==> config.mk <==
export PLATFORM = sky130hd
export DESIGN_NAME = rd3_commutator
export DESIGN_NICKNAME = d
export VERILOG_FILES = /design/src/rtl/rd3_commutator.sv
export SDC_FILE = /design/constraint.sdc
export NUM_CORES = 1
export LEC_CHECK = 0
export CAP_MARGIN = 20
export CORE_UTILIZATION = 36
export DETAILED_ROUTE_END_ITERATION = 8
export GPL_ROUTABILITY_DRIVEN = 0
export PLACE_DENSITY = 0.55
export REMOVE_ABC_BUFFERS = 1
export SETUP_SLACK_MARGIN = 0.05
export SLEW_MARGIN = 30
export SYNTH_ARGS = -nofsm -noshare
export SYNTH_HDL_FRONTEND = slang
export SYNTH_SLANG_ARGS = --single-unit
==> constraint.sdc <==
create_clock -name clk -period 4.9 [get_ports clk]
set_clock_uncertainty 0.05 [all_clocks]
set_input_delay 1.47 -clock clk [delete_from_list [all_inputs] [get_ports clk]]
set_output_delay 1.47 -clock clk [all_outputs]
set_load 0.05 [all_outputs]
==> src/rtl/rd3_commutator.sv <==
// Input reorder stage ahead of the radix-3 butterfly: buffers the first two
// thirds of each 3*STRIDE block and emits x[p], x[p+M], x[p+2M] in parallel.
module rd3_commutator #(
  parameter int SIGN_BIT = 1,
  parameter int INT_BIT  = 6,
  parameter int FLT_BIT  = 6,
  parameter int STRIDE   = 4,
  parameter int D_SIZE   = SIGN_BIT + INT_BIT + FLT_BIT
) (
  input  logic              clk,
  input  logic              n_rst,
  input  logic              di_vld,
  input  logic              di_sop,
  input  logic [D_SIZE-1:0] di_re,
  input  logic [D_SIZE-1:0] di_im,
  output logic              do_vld,
  output logic              do_last,
  output logic [D_SIZE-1:0] out1_re,
  output logic [D_SIZE-1:0] out1_im,
  output logic [D_SIZE-1:0] out2_re,
  output logic [D_SIZE-1:0] out2_im,
  output logic [D_SIZE-1:0] out3_re,
  output logic [D_SIZE-1:0] out3_im
);

  localparam int PW = (STRIDE > 1) ? $clog2(STRIDE) : 1;
  localparam logic [PW-1:0] POS_LAST = PW'(STRIDE - 1);

  typedef enum logic [1:0] {
    SEG_A    = 2'd0,
    SEG_B    = 2'd1,
    SEG_EMIT = 2'd2
  } seg_t;

  typedef logic [2*D_SIZE-1:0] word_t;

  seg_t          seg_q;
  seg_t          seg_eff;
  seg_t          seg_next;
  logic [PW-1:0] pos_q;
  logic [PW-1:0] pos_eff;
  logic          pos_wrap;
  logic          emit;

  word_t din;
  word_t buf_a [STRIDE];
  word_t buf_b [STRIDE];
  word_t o1_q, o2_q, o3_q;

  assign din = {di_re, di_im};

  // A valid start-of-block forces this sample to idx 0 regardless of the count.
  // NOTE: every signal driven here gets a default first so no latch is inferred.
  always_comb begin
    seg_eff = seg_q;
    pos_eff = pos_q;
    if (di_sop) begin
      seg_eff = SEG_A;
      pos_eff = '0;
    end
  end

  assign pos_wrap = (pos_eff == POS_LAST);
  assign emit     = di_vld && (seg_eff == SEG_EMIT);

  always_comb begin
    seg_next = seg_eff;
    if (pos_wrap) begin
      case (seg_eff)
        SEG_A:   seg_next = SEG_B;
        SEG_B:   seg_next = SEG_EMIT;
        default: seg_next = SEG_A;
      endcase
    end
  end

  always_ff @(posedge clk or negedge n_rst) begin
    if (!n_rst) begin
      seg_q <= SEG_A;
      pos_q <= '0;
    end else if (di_vld) begin
      seg_q <= seg_next;
      pos_q <= pos_wrap ? '0 : pos_eff + 1'b1;
    end
  end

  // NOTE: the sample buffers are plain storage with no reset, so they can map to RAM;
  // each entry is always rewritten in the current block before it is read.
  always_ff @(posedge clk) begin
    if (di_vld && (seg_eff == SEG_A)) buf_a[pos_eff] <= din;
    if (di_vld && (seg_eff == SEG_B)) buf_b[pos_eff] <= din;
  end

  // Outputs are registered, so an A[0] write right after the last triple cannot disturb it.
  always_ff @(posedge clk or negedge n_rst) begin
    if (!n_rst) begin
      do_vld  <= 1'b0;
      do_last <= 1'b0;
      o1_q    <= '0;
      o2_q    <= '0;
      o3_q    <= '0;
    end else begin
      do_vld  <= emit;
      do_last <= emit && pos_wrap;
      if (emit) begin
        o1_q <= buf_a[pos_eff];
        o2_q <= buf_b[pos_eff];
        o3_q <= din;
      end
    end
  end

  assign {out1_re, out1_im} = o1_q;
  assign {out2_re, out2_im} = o2_q;
  assign {out3_re, out3_im} = o3_q;

endmodule

## After elaboration in Yosys (flattened, before gate mapping)

Memories as Yosys holds them, arrays and structs flattened. A register that Yosys moved wholly into a read port is not among the register bits.
Index checks and enable logic that the tools add are counted.

| word-level totals | value |
|---|---|
| bits in registers | 32 |
| latch bits | 0 |
| RAM bits | 208 |
| bits in read-only memories | 0 |
| output and inout bits | 80 |
| word-level logic and storage cells | 27 |
| memories kept | 2 |

| operators by class | value |
|---|---|
| add/subtract/negate cells | 1 |
| multipliers | 0 |
| divide/modulo/power cells | 0 |
| $lt $le $gt $ge | 0 |
| eq/ne operators | 3 |
| shifts and indexed selects | 0 |
| mux-type cells | 9 |
| bitwise logic cells | 0 |
| reduce and logical (&&, ||, !) cells | 7 |

Memory list:

| memory | depth | bits a word | rd ports | clocked after memory_dff | wr ports | RTL line | source |
|---|---|---|---|---|---|---|---|
| buf_a | 4 | 26 | 1 | 1 | 1 | 46 | `word_t buf_a [STRIDE];` |
| buf_b | 4 | 26 | 1 | 1 | 1 | 47 | `word_t buf_b [STRIDE];` |

Operators with widths:

| operator | number |
|---|---|
| 2-bit 2-to-1 mux | 4 |
| 2-bit equality test, second input constant | 2 |
| 1-bit logical AND | 4 |
| 1-bit 2-to-1 mux | 4 |
| 2-bit case mux with 2 select lines | 1 |
| 2-bit by 1-bit adder with 2-bit output, second input constant | 1 |
| 2-bit by 1-bit equality test with 1-bit output, second input constant | 1 |
| 1-bit zero test | 2 |
| 2-bit zero test | 1 |

## Logic depth before layout (Yosys ltp)

Gate-level depths: netlist of run 1.

| depth | value |
|---|---|
| word-level depth | 5 |
| mapped depth | 8 |
| depth with buffers taken out | 5 |

## Worst setup path before layout of run 1

Ideal clock, no wire load.

| timing | value |
|---|---|
| kind | input to register |
| start point | input port di_sop |
| end point | memory buf_b[1][0] (netlist name), enable pin |
| library setup time | 0.442 ns |
| arrival time | 3.874 ns |
| data required time | 4.408 ns |
| slack | 0.534 ns |
| stages on the path | 4 |
| buffers on the path | 1 |
| cells stage by stage | buf_2 nand2b_1 or2_2 nor3_1 |

| on the way | value |
|---|---|
| cells in the longest elaborated chain, start to end | 5 |

Ends and longest elaborated chain:

| item | RTL line | source |
|---|---|---|
| start: declaration | 13 | `input logic di_sop,` |
| 2-bit 2-to-1 mux | 57 | `if (di_sop) begin` |
| 2-bit by 1-bit equality test with 1-bit output | 91 | `if (di_vld && (seg_eff == SEG_B)) buf_b[pos_eff] <= din;` |
| 1-bit logical AND | 91 |  |
| 1-bit 2-to-1 mux | 91 |  |
| 1-bit 2-to-1 mux (implied by the code) | 91 |  |
| end: declaration | 47 |  |

Parallel ways exist; a longest one is shown, timed or not.

## Worst setup path in the final report of run 1

| timing | value |
|---|---|
| start point | input port di_sop |
| end point | memory buf_b[0][16] (netlist name), enable pin |

The elaborated chain is that of the path after synthesis.

==> reports/qor.csv, run 1 <==
stage;metric;value;unit
status;status;complete, no violations;
sta;Fin Setup TNS;0;ns
floorplan;I/O pin count;110;
sta;setup violators final;0;
synthesis;most common cell in the synthesized netlist;edfxtp_1;
critical_path;r2r endpoint;o1_q[16];
synthesis;unique cell type count in the Yosys netlist;28;
critical_path;crit start category;input port;
finish;layout cells sized above 1;21.2;%
critical_path;Arr. time, crit path;3.69;ns
critical_path;CP Class;input port to flip-flop;
floorplan;Initial Utilization;36.9;%
floorplan;Rows;62;
critical_path;crit path capture;buf_b[0][16];
synthesis;Yosys top cell by area;edfxtp_1;
synthesis;Synth Cell Area;10700;um2
floorplan;DIE HEIGHT;175;um
cts;setup bufs post-CTS;0;
finish;post-route cell area;13300;um2
power_and_ir_drop;VDD IR-drop max;0.000324;V
global_routing;vias in the first global route;5983;
global_routing;largest net degree at the start of global routing;63;
global_routing;GRT met3 Usage;2.95;%
synthesis;synth cell count leaders;edfxtp_1 (208), dfrtp_1 (84), mux2_2 (78);
route;drt pass-1 iters;8;
synthesis;Synth top area share;58.3;%
cts;CTS Hold Buffers Added;0;
sta;Hold WS;0.456;ns
route;routed wire length;23900;um
synthesis;cells taking the most area after synthesis;edfxtp_1 (58%), dfrtp_1 (20%), mux2_2 (8.2%);
route;Avg WL per Cell;21.1;um
cts;CTS resizes;0;
synthesis;ys flop type;edfxtp_1;
finish;Area Growth Syn to Fin;24.5;%
sta;FMAX;284;MHz
critical_path;FF-to-FF Start;pos_q[0];
power_and_ir_drop;Clk pwr share;26.3;%
critical_path;R2R Setup Slk;2.04;ns
placement;IO buf count;109;
synthesis;Yosys warning total;0;
power_and_ir_drop;share of power burned in registers;40.0;%
sta;final-report hold violation count;0;
power_and_ir_drop;Net Switching;3110;uW
global_routing;total track usage;15.7;%
hold_path;HP Class;flip-flop to flip-flop;
placement;post-detail-place hpwl;13300;um
power_and_ir_drop;internal power;5530;uW
power_and_ir_drop;Comb power frac;33.7;%
route;Detail Route Antenna Nets;0;
cts;CTS clk-pin slew, worst paths;0.06;ns
critical_path;maximum fanout along the worst path;15;
global_routing;grt total ovfl;0;
placement;Placed Area;12300;um2
route;vias per cell;5.19;
synthesis;part of the Yosys area used for sequential elements;77.9;%
cts;Skew-Pair Late Insertion Delay;0.55;ns
route;total number of vias;5875;
finish;fillcell total;2547;
sta;unrepaired setup endpoints after global routing;no;
sta;Worst-Margin Slew;0.980;ns
sta;Pins Over Slew Limit;0;
cts;H-tree levels;1;
power_and_ir_drop;overall power;8630;uW
floorplan;Core ar.;29000;um2
global_routing;initial antenna violation count;0;
synthesis;Post-synth EDFFs;208;
critical_path;reg2reg path depth;4;
critical_path;CP required;5.07;ns
finish;ANT cells;0;
global_routing;met1 GRT Util;22.0;%
cts;clock sink count;292;
floorplan;die width;175;um
sta;Final period util;71.8;%
synthesis;asr flop ratio synth;28.8;%
synthesis;average size of a mapped cell;17.8;um2
synthesis;Synth Register Bits;292;
synthesis;Mapped Cells;602;
cts;Max clock buf depth;3;
critical_path;CP endpoint kind;flip-flop;
cts;Root Driver;clkbuf_16;
route;Starting DRT DRC Count;684;
finish;Final Core Density;46.0;%
sta;crit path time final;3.52;ns
global_routing;first-pass GRT wire length;36100;um
cts;cts bufs inserted;30;
route;Remaining DRCs;0;
cts;CTS tree;done;
global_routing;GRT Max-Usage Layer;met2;
power_and_ir_drop;sw frac;36.0;%
power_and_ir_drop;power per cell area;647;nW/um2
sta;Max-slew headroom;34.7;%
critical_path;critical path startpoint;di_sop;
floorplan;die area;30500;um2
global_routing;GR met2 Demand/Resource;24.8;%
finish;Final nets;754;
power_and_ir_drop;LEAKAGE;0.00464;uW
run;Max Cap Violations;0;
placed cells by master, fill, tap and decap left out, types with 3 or more instances in the layout:
| cell | count |
|---|---|
| clkinv_1 | 8 |
| edfxtp_1 | 208 |
| o21ai_0 | 3 |
| dfrtp_1 | 82 |
| a222oi_1 | 52 |
| nor2_1 | 53 |
| buf_16 | 3 |
| inv_1 | 5 |
| bufinv_16 | 4 |
| nor2_4 | 4 |
| buf_4 | 16 |
| clkinv_2 | 3 |
| a21oi_1 | 52 |
| clkbuf_16 | 31 |
| mux2_4 | 3 |
| clkdlybuf4s50_1 | 108 |
| mux2_2 | 78 |
| clkbuf_1 | 8 |
critical path: stages:
cell and delay (ns):
clkdlybuf4s50_1 0.72, nand2b_1 0.18, ha_1 0.18, inv_1 0.11
nor3_4 0.59, buf_4 0.40
power groups by stage:
stage | Sequential [uW] | Clock [uW] | Combinational (uW)
2_1_floorplan | 4580 | 0 | 700
3_3_place_gp | 3490 | 0 | 2870
3_5_place_dp | 3510 | 0 | 2900
4_1_cts | 3460 | 2320 | 2910
5_1_grt | 3520 | 2420 | 3060
6_report | 3450 | 2270 | 2910
state kept, by name, indices dropped and copies added (netlist names):
signal and count:
pos_q 2, do_vld 1, o1_q 26, buf_b 104, do_last 1, o2_q 26, seg_q 2, buf_a 104
o3_q 26
layout make-up:
cell class,count,area [um2],share of cell area [%]
repair buffers,129,1320,9.92
clock buffers,40,820,6.14
inverters,5,18.8,0.141
well taps,384,480,3.60
clock inverters,16,174,1.30
multi-input cells,265,2170,16.3
flip-flops and latches,292,8350,62.6
per-layer routing:
metal | share of wire [%] | routed length, um | vias up
met3 | 6.2 | 1490 | 41
li1 | - | - | 2626
met5 | 0 | 0 | -
met1 | 45 | 10800 | 3008
met2 | 46 | 11100 | 200
met4 | 2.1 | 493 | 0
how the worst min path moves through the flow:
stage / start / to / slack (ns) / depth (start not counted)
final: o3_q[14] / o3_q[14] / 0.46 / 1
after global routing: o3_q[14] / o3_q[14] / 0.47 / 1
after CTS: o3_q[11] / o3_q[11] / 0.46 / 1
after detailed placement: o3_q[11] / o3_q[11] / 0.44 / 1
after global placement: o3_q[24] / o3_q[24] / 0.44 / 1
after floorplan: buf_a[1][0] / o1_q[0] / 0.48 / 2
stage by stage:
stage	worst slack [ns]	instances
CTS	1.33	1128
finish	1.38	1131
detailed placement	0.770	1072
global placement	0.564	1072
global route	1.31	1131
floorplan	0.0587	562
logic make-up after synthesis:
kind of cell | share of synthesized area, %
buffers and inverters | 2.59
AND/OR/NAND/NOR | 3.11
AO/OA/AOI/OAI | 7.65
multiplexers | 8.62
flip-flops | 77.9
adder cells (fa/ha/maj) | 0.117
Power figures use the tool's default switching activity.
==> inputs of run 2 (changes only) <==
--- a/config.mk
+++ b/config.mk
@@ -9,7 +9,7 @@
 export CORE_UTILIZATION = 36
 export DETAILED_ROUTE_END_ITERATION = 8
 export GPL_ROUTABILITY_DRIVEN = 0
-export PLACE_DENSITY = 0.55
+export PLACE_DENSITY = 0.57
 export REMOVE_ABC_BUFFERS = 1
 export SETUP_SLACK_MARGIN = 0.05
 export SLEW_MARGIN = 30
==> constraint.sdc (replaced) <==
create_clock -name clk -period 3 [get_ports clk]
set_clock_uncertainty 0.05 [all_clocks]
set_input_delay 0.9 -clock clk [delete_from_list [all_inputs] [get_ports clk]]
set_output_delay 0.9 -clock clk [all_outputs]
set_load 0.05 [all_outputs]
==> reports/qor.csv, run 2 (synthesis gave the netlist of run 1 again) <==
stage;metric;value;unit;change
route;Detail Route Antenna Nets;0;;unchanged
power_and_ir_drop;VDD IR-drop max;0.000528;V;+63%
finish;Largest regs;buf_a x104, buf_b x104;;
route;Remaining DRCs;0;;unchanged
finish;Final Instance Count excl. Fillers;1145;;+1.2%
cts;cts bufs inserted;29;;-3.3%
sta;Hold WS;0.346;ns;-0.110 ns
placement;Placed Area;12500;um2;+1.9%
route;vias per cell;5.21;;+0.21%
critical_path;WP buf/inv;1;;-2
sta;FMAX;365;MHz;
critical_path;CP cell instances;clkdlybuf4s50_1;;
floorplan;I/O pin count;110;;unchanged
sta;Worst-Margin Slew;0.691;ns;-0.289 ns
placement;dpl cells;1091;;+1.8%
cts;clock sink count;292;;unchanged
power_and_ir_drop;Clk pwr share;27.3;%;+1.0 points
sta;unrepaired setup endpoints after global routing;no;;
global_routing;grt total ovfl;0;;unchanged
route;Avg WL per Cell;21.4;um;+1.5%
critical_path;CP required;2.05;ns;-3.02 ns
global_routing;initial antenna violation count;0;;unchanged
critical_path;CP endpoint kind;output port;;
critical_path;crit start category;flip-flop;;
sta;Final period util;91.3;%;
sta;setup violators final;0;;unchanged
finish;ANT cells;0;;unchanged
global_routing;largest net degree at the start of global routing;53;;-16%
power_and_ir_drop;internal power;9280;uW;+68%
sta;Pins Over Slew Limit;0;;unchanged
finish;Final Core Density;46.8;%;+0.80 points
critical_path;maximum fanout along the worst path;2;;-13
finish;multi-input logic area;2160;um2;-0.29%
finish;most common cell after layout, fill and taps aside;edfxtp_1;;
power_and_ir_drop;Comb power frac;34.2;%;+0.5 points
critical_path;max incr delay on CP;0.84;ns;+0.12 ns
floorplan;die width;175;um;unchanged
floorplan;die area;30500;um2;unchanged
critical_path;CP delay by family, top;buffers and inverters;;
floorplan;Initial Utilization;36.9;%;unchanged
route;drt pass-1 iters;7;;-1
finish;post-route cell area;13600;um2;+1.7%
sta;Max-slew headroom;53.8;%;+19 points
global_routing;first-pass GRT wire length;38100;um;+5.5%
finish;Final nets;770;;+2.1%
floorplan;Core ar.;29000;um2;unchanged
cts;H-tree levels;1;;unchanged
floorplan;DIE HEIGHT;175;um;unchanged
finish;register area;8350;um2;unchanged
cts;CTS tree;done;;
cts;CTS resizes;0;;unchanged
power_and_ir_drop;Net Switching;5150;uW;+66%
power_and_ir_drop;share of power burned in registers;38.6;%;-1.4 points
finish;most frequent cells in the layout;edfxtp_1 (208), clkdlybuf4s50_1 (108), dfrtp_1 (82), mux2_2 (78), nor2_1 (53);;
cts;Max clock buf depth;3;;unchanged
power_and_ir_drop;sw frac;35.7;%;-0.30 points
cts;CTS Hold Buffers Added;0;;unchanged
run;Max Cap Violations;0;;unchanged
cts;setup bufs post-CTS;0;;unchanged
placement;IO buf count;109;;unchanged
sta;final-report hold violation count;0;;unchanged
route;routed wire length;24500;um;+2.8%
floorplan;Rows;62;;unchanged
route;total number of vias;5960;;+1.4%
cts;Skew-Pair Late Insertion Delay;0.53;ns;-0.02 ns
status;status;complete, no violations;;
sta;crit path time final;2.74;ns;
critical_path;CP Class;flip-flop to output port;;
cts;Root Driver;clkbuf_16;;
finish;Area Growth Syn to Fin;26.7;%;
global_routing;total track usage;16.4;%;+0.70 points
hold_path;HP Class;input port to async pin;;
route;Starting DRT DRC Count;692;;+1.2%
cts;CTS clk-pin slew, worst paths;0.06;ns;about the same
power_and_ir_drop;power per cell area;1060;nW/um2;+64%
placement;post-detail-place hpwl;14600;um;+9.3%
critical_path;Crit-path slowest cell;clkdlybuf4s50_1;;
power_and_ir_drop;LEAKAGE;0.00477;uW;+2.7%
finish;layout cells sized above 1;24.2;%;+3.0 points
global_routing;vias in the first global route;6204;;+3.7%
finish;fillcell total;2521;;-1.0%
critical_path;Arr. time, crit path;1.79;ns;-1.90 ns
run 2: changes by cell type in the layout (fill, tap and decap cells not counted), sizes merged:
cell,delta
buf,+17
clkinv,-1
clkinvlp,+3
clkbuf,-8
bufinv,+3
run 2: final timing paths:
kind                            slack, ns  cells after the start     start     endpoint
max in group asynchronous            1.85                      2     n_rst     pos_q[0]
worst min-delay path                 0.35                      1     n_rst      o3_q[4]
min in group clk                     0.46                      1  o3_q[11]     o3_q[11]
worst max register to register       0.52                      5  pos_q[0]      o1_q[4]
worst max-delay path                 0.26                      1  o2_q[12]  out2_im[12]
worst min register to register       0.46                      1  o3_q[11]     o3_q[11]
run 2: area by class of cell:
cell class                 count  area share, %
multi-input combinational    265           15.9
tap                          384           3.54
sequential                   292           61.5
inverter                       5          0.138
timing repair buffer         146           11.0
clock inverter                21           2.14
clock buffer                  32           5.65
run 2: worst register-to-register path, delay by kind of cell (launching register included):
kind | cells | cell delay [ns]
flops | 1 | 0.60
mux | 1 | 0.39
buf+inv | 2 | 0.85
compound gates | 2 | 0.47
run 2: layer usage:
metal  track usage [%]  wire length (um)  vias up
met4              2.93               312        0
li1                  -                 -     2663
met3              2.62              1600       30
met5                 0                 0        -
met2              27.4             12000      231
met1              22.7             10600     3036
run 2: through the flow:
step / total power, uW / setup TNS (ns) / setup slack [ns]
5_1_grt: 15000 / 0 / 0.228
4_1_cts: 14600 / 0 / 0.243
3_5_place_dp: 10600 / -3.33 / -0.130
6_report: 14400 / 0 / 0.262
2_1_floorplan: 8630 / -163.71 / -1.35
3_3_place_gp: 10500 / -7.56 / -0.283
run 2: power by group through the flow:
stage / clock network (uW) / logic [uW] / registers (uW)
2_1_floorplan: 0 / 1140 / 7480
3_3_place_gp: 0 / 4900 / 5620
3_5_place_dp: 0 / 4960 / 5650
4_1_cts: 4020 / 4970 / 5580
5_1_grt: 4200 / 5190 / 5650
6_report: 3930 / 4930 / 5560
